==> src/rtl/memorystage1_pkg.sv <==
// Shared opcode, cycle-width and stage-1 FSM encodings for the memory stage.
package memorystage1_pkg;

    typedef logic [4:0] opcode_t;

    localparam opcode_t OPCODE_NOP    = 5'h00;
    localparam opcode_t OPCODE_LOAD   = 5'h01;
    localparam opcode_t OPCODE_LOADR  = 5'h02;
    localparam opcode_t OPCODE_STORE  = 5'h03;
    localparam opcode_t OPCODE_STORER = 5'h04;
    localparam opcode_t OPCODE_ADD    = 5'h08;

    localparam logic [1:0] CW_BYTE = 2'b00;
    localparam logic [1:0] CW_WORD = 2'b01;
    localparam logic [1:0] CW_LONG = 2'b10;

    localparam logic S1_IDLE = 1'b0;
    localparam logic S1_WAIT = 1'b1;

    localparam logic [31:0] NOP_INSTRUCTION = {OPCODE_NOP, 27'h0};

    function automatic logic [31:0] sext16(input logic [15:0] value);
        return {{16{value[15]}}, value};
    endfunction

endpackage

==> src/rtl/memorystage1_addrgen.sv <==
// Combinational decode of memory opcodes and effective-address generation.
module memorystage1_addrgen
    import memorystage1_pkg::*;
(
    input  logic [4:0]  opcode,
    input  logic [31:0] reg_a_data,
    input  logic [15:0] offset,
    output logic [31:0] address,
    output logic        is_mem,
    output logic        is_store,
    output logic        uses_a,
    output logic        uses_b
);

    always_comb begin
        is_mem   = 1'b0;
        is_store = 1'b0;
        uses_a   = 1'b0;
        uses_b   = 1'b0;
        case (opcode)
            OPCODE_LOAD: begin
                is_mem = 1'b1;
            end
            OPCODE_LOADR: begin
                is_mem = 1'b1;
                uses_a = 1'b1;
            end
            OPCODE_STORE: begin
                is_mem   = 1'b1;
                is_store = 1'b1;
                uses_b   = 1'b1;
            end
            OPCODE_STORER: begin
                is_mem   = 1'b1;
                is_store = 1'b1;
                uses_a   = 1'b1;
                uses_b   = 1'b1;
            end
            default: begin
            end
        endcase
        address = uses_a ? reg_a_data + sext16(offset) : sext16(offset);
    end

endmodule

==> src/rtl/memorystage1.sv <==
// Pipeline stage 1: decode, effective address, data-bus cycle for loads/stores,
// RAW-hazard bubbles against stage 2 and squash on stage-2 jump.
module memorystage1
    import memorystage1_pkg::*;
#(
    parameter int unsigned TIMEOUT_CYCLES = 255
) (
    input  logic        clock,
    input  logic        reset,
    input  logic [31:0] inbound_instruction,
    output logic        stall,
    output logic [3:0]  reg_a_index,
    output logic [3:0]  reg_b_index,
    input  logic [31:0] reg_a_data,
    input  logic [31:0] reg_b_data,
    input  logic [3:0]  s2_write_index,
    input  logic        s2_writing,
    input  logic        jump,
    output logic        bus_request,
    output logic        bus_write,
    output logic [31:0] bus_address,
    output logic [1:0]  bus_cycle_width,
    output logic [31:0] bus_data_out,
    input  logic [31:0] bus_data_in,
    input  logic        bus_ack,
    output logic [31:0] outbound_instruction,
    output logic [31:0] data_out,
    output logic        bus_error
);

    localparam int unsigned CNT_W = $clog2(TIMEOUT_CYCLES + 1);

    logic             state;
    logic [CNT_W-1:0] wait_count;
    logic [31:0]      held_instruction;
    logic             held_store;

    logic [31:0] address;
    logic        is_mem;
    logic        is_store;
    logic        uses_a;
    logic        uses_b;
    logic        hazard;
    logic        timeout;

    assign reg_a_index = inbound_instruction[19:16];
    assign reg_b_index = inbound_instruction[23:20];

    memorystage1_addrgen u_addrgen (
        .opcode     (inbound_instruction[31:27]),
        .reg_a_data (reg_a_data),
        .offset     (inbound_instruction[15:0]),
        .address    (address),
        .is_mem     (is_mem),
        .is_store   (is_store),
        .uses_a     (uses_a),
        .uses_b     (uses_b)
    );

    always_comb begin
        hazard  = s2_writing &&
                  ((uses_a && (s2_write_index == reg_a_index)) ||
                   (uses_b && (s2_write_index == reg_b_index)));
        timeout = (state == S1_WAIT) && !bus_ack &&
                  (wait_count == CNT_W'(TIMEOUT_CYCLES - 1));
        // A timed-out access releases fetch so the dropped instruction is not reissued.
        if (state == S1_IDLE)
            stall = is_mem && !jump;
        else
            stall = !bus_ack && !timeout;
    end

    always_ff @(posedge clock or negedge reset) begin
        if (!reset) begin
            state                <= S1_IDLE;
            wait_count           <= '0;
            held_instruction     <= NOP_INSTRUCTION;
            held_store           <= 1'b0;
            outbound_instruction <= NOP_INSTRUCTION;
            data_out             <= '0;
            bus_request          <= 1'b0;
            bus_write            <= 1'b0;
            bus_address          <= '0;
            bus_cycle_width      <= CW_LONG;
            bus_data_out         <= '0;
            bus_error            <= 1'b0;
        end else begin
            case (state)
                S1_IDLE: begin
                    wait_count <= '0;
                    if (jump) begin
                        outbound_instruction <= NOP_INSTRUCTION;
                    end else if (is_mem) begin
                        outbound_instruction <= NOP_INSTRUCTION;
                        if (!hazard) begin
                            held_instruction <= inbound_instruction;
                            held_store       <= is_store;
                            bus_request      <= 1'b1;
                            bus_write        <= is_store;
                            bus_address      <= address;
                            bus_cycle_width  <= inbound_instruction[26:25];
                            bus_data_out     <= reg_b_data;
                            state            <= S1_WAIT;
                        end
                    end else begin
                        outbound_instruction <= inbound_instruction;
                    end
                end
                default: begin
                    if (bus_ack) begin
                        bus_request          <= 1'b0;
                        outbound_instruction <= held_instruction;
                        if (!held_store)
                            data_out <= bus_data_in;
                        state <= S1_IDLE;
                    end else if (timeout) begin
                        bus_request          <= 1'b0;
                        bus_error            <= 1'b1;
                        outbound_instruction <= NOP_INSTRUCTION;
                        state                <= S1_IDLE;
                    end else begin
                        wait_count           <= wait_count + CNT_W'(1);
                        outbound_instruction <= NOP_INSTRUCTION;
                    end
                end
            endcase
        end
    end

endmodule

==> config.mk <==
export PLATFORM = sky130hd
export DESIGN_NAME = memorystage1
export DESIGN_NICKNAME = d
export VERILOG_FILES = /design/src/rtl/memorystage1_pkg.sv /design/src/rtl/memorystage1_addrgen.sv /design/src/rtl/memorystage1.sv
export SDC_FILE = /design/constraint.sdc
export NUM_CORES = 1
export LEC_CHECK = 0
export ABC_AREA = 1
export CAP_MARGIN = 30
export CORE_MARGIN = 8
export CORE_UTILIZATION = 49
export CTS_CLUSTER_DIAMETER = 50
export DETAILED_ROUTE_END_ITERATION = 8
export GPL_TIMING_DRIVEN = 0
export PLACE_DENSITY = 0.82
export SLEW_MARGIN = 20
export SYNTH_ARGS = -nofsm -noshare
export SYNTH_HDL_FRONTEND = slang
export SYNTH_HIERARCHICAL = 1
export SYNTH_SLANG_ARGS = --single-unit
==> constraint.sdc <==
create_clock -name clock -period 3.59 [get_ports clock]
set_clock_uncertainty 0.1 [all_clocks]
set_input_delay 0.8975 -clock clock [delete_from_list [all_inputs] [get_ports clock]]
set_output_delay 0.8975 -clock clock [all_outputs]
set_load 0.1 [all_outputs]
=== Yosys cells after proc, flatten, opt, wreduce, memory -nomap -nowiden ===
Index checks and enable logic that the tools add are counted.

* RAM bits: 0
* Register bits after elaboration: 174
* ROM bits: 0
* Bits in latches: 0
* Memories kept: 0
* Input port bits: 137
* Output and inout bits: 142
* Logic and storage cells: 74

* Shift operators: 0
* $lt $le $gt $ge: 0
* $mul: 0
* Bitwise gates (word level): 5
* Div/mod/pow operators: 0
* Equality and inequality tests: 12
* Reduce and logical (&&, ||, !) cells: 20
* $add $sub $neg: 2
* Muxes and demuxes: 24

{| class="wikitable"
|+ Operators with widths
! operator !! count
|-
| two-way mux 32 bit || 5
|-
| adder 32 bit || 1
|-
| two-way mux 8 bit || 3
|-
| two-way mux 1 bit || 16
|-
| == test 5 x 2 -> 1 bit (second input constant) || 2
|-
| adder 8 x 1 -> 8 bit (second input constant) || 1
|-
| == test 4 bit || 2
|-
| == test 8 bit (second input constant) || 1
|-
| AND reduction 4 bit || 2
|-
| logical AND 1 bit || 7
|-
| inequality test 2 bit (second input constant) || 3
|-
| AND reduction 3 bit || 2
|-
| == test 5 x 1 -> 1 bit (second input constant) || 1
|-
| == test 5 x 3 -> 1 bit (second input constant) || 1
|-
| inverter 1 bit || 5
|-
| OR reduction 2 bit || 2
|-
| OR reduction 4 bit || 1
|-
| logical NOT 1 bit || 3
|-
| inequality test 3 x 2 -> 1 bit (second input constant) || 1
|-
| inequality test 2 x 1 -> 1 bit (second input constant) || 1
|-
| AND reduction 2 bit || 1
|-
| nonzero test 2 bit || 1
|-
| logical OR 1 bit || 1
|}

=== Depth between registers and ports, before layout ===
Gate-level depths: netlist of the first run.

* Word-level depth: 10
* Gate-level depth with buffers: 15
* Depth with buffers taken out: 14

=== Modules after synthesis ===
The synthesis of the first run kept the hierarchy.

{| class="wikitable"
|+ By module, submodules not included
! module !! instances !! cells an instance !! area an instance (um^2)
|-
| memorystage1 || 1 || 737 || 7179.4
|-
| memorystage1_addrgen || 1 || 588 || 2761.4
|}

=== Worst setup path before layout of the first run ===
No wires, ideal clock.

* Path kind: input to output
* From: input port inbound_instruction[31]
* To: output port stall
* Path buffers: 3
* Stages: 10
* Slack: -1651 ps
* Data required time: 2592 ps
* Arrival: 4243 ps
* Cells stage by stage: nor3_1 nand3_1 nand2_2 inv_2 buf_2 nand2_1 inv_1 clkbuf_1 buf_2 o21ai_0

* Cells in the longest elaborated chain, start to end: 5
* Elaborated cells on any way between the ends: 8
* Classes of those cells: eq/ne: 4; mux: 2; reduce/logical: 2

{| class="wikitable"
|+ RTL lines
! element !! RTL line !! RTL
|-
| from (decl) || memorystage1.sv:10 || <nowiki>input logic [31:0] inbound_instruction,</nowiki>
|-
| == test 5 x 1 -> 1 bit, or another cell as far along || memorystage1_addrgen.sv:20 || <nowiki>case (opcode)</nowiki>
|-
| OR reduction 4 bit (no source line) (*) || - ||
|-
| two-way mux 1 bit (*) || memorystage1_addrgen.sv:20 ||
|-
| net is_mem || memorystage1.sv:39 || <nowiki>logic is_mem;</nowiki>
|-
| logical AND 1 bit (*) || memorystage1.sv:68 || <nowiki>stall = is_mem && !jump;</nowiki>
|-
| two-way mux 1 bit (*) || memorystage1.sv:67 || <nowiki>if (state == S1_IDLE)</nowiki>
|-
| to (decl) || memorystage1.sv:11 || <nowiki>output logic stall,</nowiki>
|}

Mark *: on every way through the listed nets, which the timed path passes. The rest lies on a longest branch.

=== Worst setup path after layout of the first run ===
* From: input port inbound_instruction[20]
* To: output port reg_b_index[0]

{| class="wikitable"
|+ RTL lines
! element !! RTL line !! RTL
|-
| to (decl) || memorystage1.sv:13 || <nowiki>output logic [3:0] reg_b_index,</nowiki>
|}

No word-level cell between the ends.

==> metrics list, run 1 <==
- The run finished with clean final reports.
- Input and output buffers added on the ports amount to between 200 and 300.
* Part of the total power dissipated in combinational logic: between 50 and 60%
- The post-route netlist has just under 10% of its cells at a drive strength greater than 1.
- The number of global-route vias before repair came to ~9700.
- RD Place Congestion: 0.979
* Total setup violations reported at the end of the flow: 0
* Final hold viol count: 0
- Yosys mapped a number of flops with a built-in enable equal to 0.
- Critical path class: in -> out
* Cell area after layout: 13900 um^2
- Clock sinks: roughly 170
- Kind of path behind the tightest hold check: in -> async
- Antenna-violating nets left: 0
- For this run, the register share of the synthesized area comes to 43.6%.
- In the synthesized netlist the dominant register cell turns out to be sky130_fd_sc_hd__dfrtp_1.
* Number of levels the H-tree was split into: 4
* Minimum period implied by the final worst setup slack: 3.55 ns
* Width of the die: approximately 160 um
* Number of nets in the layout: between 1500 and 2000
- DR vias/cell: roughly 5.1
* Tightest slew margin relative to the limit: 30.9%
- Of all flip-flops after synthesis, the portion carrying an async set or reset was between 90% and 100%.
* Critical Path Fanout Max: 5
* Via count of the routed design: around 10000
- Switching fraction of total power: about 50%
- In this run the count of I/O pins placed on the die edge is ~280.
* Syn Std Cell Area: around 10000 um^2
* Post-Syn Instances: between 1000 and 1500
* Average routed wire per standard cell: 17.3 um
- For this design the total switching power over the nets is 4.60 mW.
* Initial Util: roughly 50%
- Antenna violations before repair: 3
- Leakage power total: between 7 and 8 nW
- The design draws between 9 and 10 mW.
* Sequential share of power: 29.1%
* Die footprint: between 20000 and 30000 um^2
- Internal power comes to roughly 4.6 mW.
- Worst VDD drop: around 0.34 mV
- Synth Register Bits: roughly 170
- Clock-pin slew was measured on the worst setup and hold paths at around 0.07 ns.
- Total routed wirelength: 33.0 mm
- The floorplan step set the die height to ~160 um.
* Post-synth net total: approximately 1500
- The pre-antenna-repair detailed-routing pass consisted of 6 iterations.
* First-pass GRT wire length: roughly 51 mm
- Overflow after GRT: 0
* Final worst hold slack: 0.325 ns
- Biggest cell delay along the critical path: between 0.8 and 0.9 ns
- Cell chosen for the clock root: sky130_fd_sc_hd__clkbuf_16
* Cell with the biggest individual delay on the critical path: sky130_fd_sc_hd__dlygate4sd2_1
- Max-cap violations in this run came to 0.
- Area of placed instances: ~13000 um^2
- In this run the power density over the cells is roughly 660 nW/um^2.
- TritonCTS built the clock tree.
- Part of the power in the clock network: a little under a fifth
- Ys Warns: 6
- Final critical-path share of the clock period: 98.8%
- Mean area per synthesized cell: around 7.5 um^2
* Peak Freq: roughly 0.28 GHz
- Clk_lat worst skew: around 0.42 ns
* Transition time at the pin with the least slew margin: 1.03 ns
* Endpoint kind of the worst setup timing path: primary output
- The synthesized netlist contains 36 unique library cells.
- The filler cells instantiated in the layout total approximately 1600.
- Global routing used 26.5% of the available tracks across all layers.
* Layout overhead on the synthesized area: 39.4%
- The initialized floorplan defines 52 standard-cell rows.
- The max-slew violation count was 0.
- For this run, design rule violations remaining after detail routing come to 0.
* Ordered cell list for the critical path: clkdlybuf4s50_1 -> buf_4 -> dlygate4sd2_1
- Detail Placement HPWL: 26.2 mm
- In this design, the largest share of critical-path delay is due to buffers and inverters.
* Kind of start point of the critical path: input pin
* Core area: 20100 um^2
- Required time at the endpoint of the critical path: 2.59 ns
- Number of buffers between clock root and the deepest sink: 2
* Data arrival at the endpoint of the critical path: 2.55 ns
- After the first detailed-routing iteration, the DRC count stood at 556.
* Number of buffers and inverters on the critical path: 3
- Number of buffers created by CTS: 17
- After routing, the total negative slack on setup checks comes to 0 ns.
- Number of hold buffers added after CTS: 0
- Maximum number of pins on one net before global-route repair: 99
* Share of the core filled with cells in the final layout: 68.9%
- Setup repair after global routing left no endpoint under its margin.
==> flip-flops by register name (all words and copies together), names as in the netlist <==
name                  cells
bus_address              32
bus_cycle_width           2
bus_data_out             32
bus_error                 1
bus_request               1
data_out                 32
held_instruction         31
held_store                1
outbound_instruction     32
state                     1
wait_count                8
==> synthesized netlist by cell type (13+ instances only) <==
master,instances,area (um^2)
sky130_fd_sc_hd__o21ai_0,38,190
sky130_fd_sc_hd__mux2_2,15,169
sky130_fd_sc_hd__mux2_4,17,255
sky130_fd_sc_hd__buf_2,17,85.1
sky130_fd_sc_hd__clkbuf_1,21,78.8
sky130_fd_sc_hd__nor2_1,49,184
sky130_fd_sc_hd__dfrtp_1,172,4300
sky130_fd_sc_hd__nand2_2,19,119
sky130_fd_sc_hd__nand3_1,154,771
sky130_fd_sc_hd__ha_1,33,413
sky130_fd_sc_hd__nand2_1,547,2050
sky130_fd_sc_hd__a21oi_1,27,135
sky130_fd_sc_hd__inv_1,131,492
sky130_fd_sc_hd__buf_4,13,97.6
==> per-layer routing <==
metal	track usage [%]	routed length [um]	up-vias
met5	0	0	-
met4	11.6	1290	0
met3	3.88	2400	70
met2	47.1	16500	391
met1	31.3	12900	4494
li1	-	-	4774
==> final timing paths <==
kind                                    startpoint                 end  slack, ns  depth (start not counted)
min in group clock                 bus_data_out[7]     bus_data_out[7]       0.37                          2
max in group asynchronous                    reset  bus_cycle_width[1]       2.15                          2
max                        inbound_instruction[20]      reg_b_index[0]       0.04                          3
max reg2reg                                  state    bus_data_out[29]       1.74                          5
min reg2reg                        bus_data_out[7]     bus_data_out[7]       0.37                          2
min                                          reset      bus_address[3]       0.32                          1
==> cells by family (layout without fill, tap and decap cells) <==
group,Yosys count,after routing,share of synthesized area [%]
AOI/OAI and AO/OA,82,82,4.47
xor gates and xnor gates,12,12,1.06
adders and majority gates,34,34,4.35
buffers and inverters,193,510,8.60
DFF,173,173,43.6
muxes,32,32,4.27
other,0,3,0
and+or+nand+nor,799,799,33.7
==> worst reg2reg max path, cell delays in order (launching register included) <==
cell and delay [ns]:
sky130_fd_sc_hd__dfrtp_1 0.43, sky130_fd_sc_hd__nor2_4 0.28, sky130_fd_sc_hd__buf_2 0.35, sky130_fd_sc_hd__buf_2 0.30, sky130_fd_sc_hd__nand3_1 0.22, sky130_fd_sc_hd__nand2_1 0.12
==> power by group through the flow <==
stage               Clock (mW)  Sequential [mW]  Combinational [mW]
finish                    1.76             2.66                4.74
global route              1.85             2.71                4.94
CTS                       1.77             2.66                4.77
detailed placement           0             2.68                4.75
global placement             0             2.66                4.58
floorplan                    0             5.16               0.864
==> timing repair <==
action | in CTS | in global routing
pin swaps | 1 | 2
endpoints found under the setup margin | 10 | 3
setup buffers | 1 | 0
resized for setup | 26 | 15
==> layout make-up <==
type / instances / area (um^2) / area share [%]
multi-input cells: 959 / 4790 / 34.6
flip-flops and latches: 173 / 4330 / 31.3
repair buffers: 286 / 2970 / 21.4
inverters: 134 / 505 / 3.65
clock buffers: 21 / 460 / 3.32
plain buffers: 58 / 357 / 2.57
well taps: 270 / 338 / 2.44
clock inverters: 11 / 100 / 0.722
diodes: 3 / 7.51 / 0.0542
==> stage by stage <==
stage          cells  setup slack (ns)
2_1_floorplan   1325           0.00621
3_3_place_gp    1873             -5.45
3_5_place_dp    1880             -1.77
4_1_cts         1912            -0.120
5_1_grt         1915            0.0156
6_report        1915            0.0423
==> cell usage in the layout (no fill, tap or decap), drive strengths merged <==
cell | Yosys | final
dlymetal6s2s | 0 | 1
fa | 1 | 1
mux2 | 32 | 32
diode | 0 | 3
nand4 | 3 | 3
xor2 | 4 | 4
inv | 134 | 141
or2 | 8 | 8
o21ai | 40 | 40
clkinv | 0 | 1
nor2 | 54 | 54
dfrtp | 172 | 172
dlygate4sd2 | 0 | 8
a31o | 1 | 1
o21bai | 3 | 3
buf | 38 | 47
nand3 | 158 | 158
o22ai | 4 | 4
clkbuf | 21 | 47
a21oi | 27 | 27
o31ai | 6 | 6
dfstp | 1 | 1
xnor2 | 8 | 8
nor3 | 6 | 6
clkinvlp | 0 | 3
nand2 | 568 | 568
clkdlybuf4s50 | 0 | 262
a21o | 1 | 1
ha | 33 | 33
nand3b | 2 | 2
No activity file was read; power rests on OpenSTA's default activity.
==> inputs of run 2 (changes only) <==
CORE_MARGIN = default   (was 8)
==> run 2 against run 1 <==
Sequential share of layout area down 0.059 points. Global-route usage grew 5.3 points. Register-to-register slack worse by 0.05 ns. Count of clock-buffer cells in the layout shrank 2. Wire length fell by 3.3%. Combinational power is 0.8% lower. Die area fell by 17%. Setup slack got worse by 0.036 ns. Highest routed layer unchanged.
==> metrics list, run 2 (synthesis results as in run 1) <==
* Run status: finished, final reports clean
- The placement row count is 51 (-1.9%).
- Critical path class: in -> out
- CTS tree: yes
- Via count of the routed design: 10000 (+2.9%)
- The post-detailed-route count of antenna-violating nets came to 0 (unchanged).
* Post-route non-filler standard cell count: 1911 (-0.21%)
- Unrepaired setup endpoints after global routing: yes
* Number of nets in the layout: 1800 (unchanged)
- The clock transition at the registers of the reported paths came to 0.07 ns (about the same).
- The first-iteration detailed-routing DRC count is 667 (+20%).
* Cell chosen for the clock root: sky130_fd_sc_hd__clkbuf_16
- The relative slew slack is 30.9% (about the same).
- Relative to the synthesized area, the layout overhead comes to 39.6%.
- Detail Placement HPWL: 24.8 mm (-5.5%)
* RD Place Congestion: 0.987 (+0.80%)
- Initial Util: 50.6% (+1.1 points)
- Total setup violations reported at the end of the flow: 0 (unchanged)
- The share of total power in sequential cells came to 28.9% (-0.2 points).
- DR vias/cell: 5.24 (+3.1%)
- Width of the die: 144 um (-8.8%)
- The proportion of total power due to net switching was 49.4% (-0.81 points).
- Number of placed I/O pins: 279 (unchanged)
* Minimum period implied by the final worst setup slack: 3.58 ns (+0.0358 ns)
- Total routed wirelength: 32.0 mm (-3.3%)
* Part of the total power dissipated in combinational logic: 51.1% (-0.7 points)
- The total power came to 9.18 mW (+0.21%).
- Count of TritonRoute iterations in the first routing pass: 7 (+1)
- The worst hold slack was 0.371 ns (+0.0458 ns).
- Leading cell types in the layout, fill and taps excluded: 546 x sky130_fd_sc_hd__nand2_1, 262 x sky130_fd_sc_hd__clkdlybuf4s50_1, 172 x sky130_fd_sc_hd__dfrtp_1, 154 x sky130_fd_sc_hd__nand3_1, 130 x sky130_fd_sc_hd__inv_1
- The initial antenna violation count was 5 (+2).
- Number of port buffers: 278 (unchanged)
* Critical Path Fanout Max: 15 (+10)
- The number of H-tree branching levels is 4 (unchanged).
- The clock power share is 19.9% (+0.7 points).
- Setup ws final: 0.00653 ns (-0.0358 ns)
- Peak Freq: 0.279 GHz (-1.0%)
- Number of buffers created by CTS: 17 (unchanged)
* Leakage power total: 7.15 nW (+0.31%)
- Core area: 19700 um^2 (-2.2%)
* Die footprint: 20900 um^2 (-17%)
- Worst VDD drop: 0.347 mV (+1.3%)
- Post-Place Worst Slack: -1.74 ns (+0.0381 ns)
* Layout cell share with drive strength beyond 1: 9.57% (-0.36 points)
* Final critical-path share of the clock period: 99.8% (+1.0 points)
* Number of buffers between clock root and the deepest sink: 2 (unchanged)
- The total clock sinks is 173 (unchanged).
* Kind of path behind the tightest hold check: reg -> reg
- Kind of start point of the critical path: input pin
- Final hold viol count: 0 (unchanged)
* Transition time at the pin with the least slew margin: 1.03 ns (-0.000280 ns)
* Required time at the endpoint of the critical path: 2.59 ns (about the same)
- The routed length per instance was 16.7 um (-3.1%).
- Power per cell area: 662 nW/um^2 (about the same)
- The largest net degree at the start of global routing came to 97 (-2.0%).
* Overflow after GRT: 0 (unchanged)
- The number of placed cells counting well taps came to 1874 (-0.32%).
- The utilization after layout was 70.6% (+1.7 points).
* Endpoint kind of the worst setup timing path: primary output
- The internal portion of total power is 4.64 mW (+1.8%).
* Vertical die dimension: 144 um (-8.8%)
- The switching power is 4.54 mW (-1.4%).
- The DRC violation count after routing was 0 (unchanged).
- MaxCap Viol Count: 0 (unchanged)
- The library cell used most frequently in the layout, excluding fill and tap cells, is sky130_fd_sc_hd__nand2_1.
- First-pass GRT wire length: 50.3 mm (-1.8%)
- The number of global-route vias before repair came to 9596 (-0.68%).
* Total global-route track usage: 31.8% (+5.3 points)
- Number of max-slew violations in the final report: 0 (unchanged)
* Clk_lat worst skew: 0.42 ns (about the same)
* Data arrival at the endpoint of the critical path: 2.59 ns (+0.04 ns)
## run 2: cell count changes in the layout (fill, tap and decap cells not counted), moves of 2 or more
cell	change
sky130_fd_sc_hd__dlymetal6s2s_1	+2
sky130_fd_sc_hd__inv_8	-3
sky130_fd_sc_hd__bufinv_16	+2
sky130_fd_sc_hd__clkinv_2	+2
sky130_fd_sc_hd__dlygate4sd2_1	+3
sky130_fd_sc_hd__clkbuf_2	-5
sky130_fd_sc_hd__diode_2	+2
sky130_fd_sc_hd__buf_4	+2
## run 2: worst max-delay path: stages
cell and delay, ns:
sky130_fd_sc_hd__dlygate4sd2_1 0.34, sky130_fd_sc_hd__nor3_1 0.22, sky130_fd_sc_hd__nand3_1 0.15, sky130_fd_sc_hd__nand2_4 0.13, sky130_fd_sc_hd__inv_4 0.11, sky130_fd_sc_hd__nand2_8 0.11
sky130_fd_sc_hd__clkinvlp_4 0.12, sky130_fd_sc_hd__buf_6 0.16, sky130_fd_sc_hd__o21ai_4 0.14, sky130_fd_sc_hd__buf_12 0.19
## run 2: what timing repair did
action | 4_1_cts | 5_1_grt
pin swaps | 1 | 0
endpoints found under the setup margin | 10 | 2
hold buffers | 0 | 0
setup buffers | 1 | 2
resized for setup | 24 | 6
cloned | 0 | 0
## run 2: worst paths after layout
path                                               from  slack, ns  cells past startpoint                  to
worst min register to register          bus_data_out[7]       0.37                      2     bus_data_out[7]
worst max-delay path            inbound_instruction[31]      0.007                     10               stall
max in group asynchronous                         reset       2.08                      2  bus_cycle_width[1]
worst max register to register                    state       1.69                      5    bus_data_out[29]
min in group asynchronous                         reset       0.39                      1      bus_address[0]
worst min-delay path                    bus_data_out[7]       0.37                      2     bus_data_out[7]
## run 2: layer usage
| layer | up-vias | track usage [%] | part of all wire, % |
|---|---|---|---|
| li1 | 4793 | - | - |
| met3 | 95 | 6.72 | 8.3 |
| met4 | 0 | 16.9 | 4.6 |
| met5 | - | 0 | 0 |
| met1 | 4667 | 37.2 | 38 |
| met2 | 455 | 54.4 | 49 |
## run 2: layout make-up
class | instances | area, um^2
inverter | 134 | 509
tap | 265 | 332
fill | 1565 | 5770
clock inverter | 12 | 136
antenna | 5 | 12.5
clock buffer | 19 | 443
buffer | 57 | 349
multi-input combinational | 959 | 4790
timing repair buffer | 287 | 2980
sequential | 173 | 4330
## run 2: power by group through the flow
stage / registers, mW / logic, mW / clock network [mW]
6_report: 2.66 / 4.70 / 1.83
5_1_grt: 2.70 / 4.89 / 1.94
4_1_cts: 2.65 / 4.70 / 1.85
3_5_place_dp: 2.68 / 4.69 / 0
3_3_place_gp: 2.65 / 4.55 / 0
2_1_floorplan: 5.16 / 0.864 / 0
## run 2: metrics by stage
| step | TNS (ns) | cell area (um^2) |
|---|---|---|
| finish | 0 | 13900 |
| floorplan | 0 | 9960 |
| CTS | -0.208 | 13800 |
| global placement | -954.68 | 13100 |
| detailed placement | -24.93 | 13200 |
| global route | -0.0908 | 13900 |
==> inputs of run 3 (changes only) <==
HOLD_SLACK_MARGIN = 0.05   (was default)
==> results of run 3 <==
Final layout, timing and power as in run 2 (identical DEF).
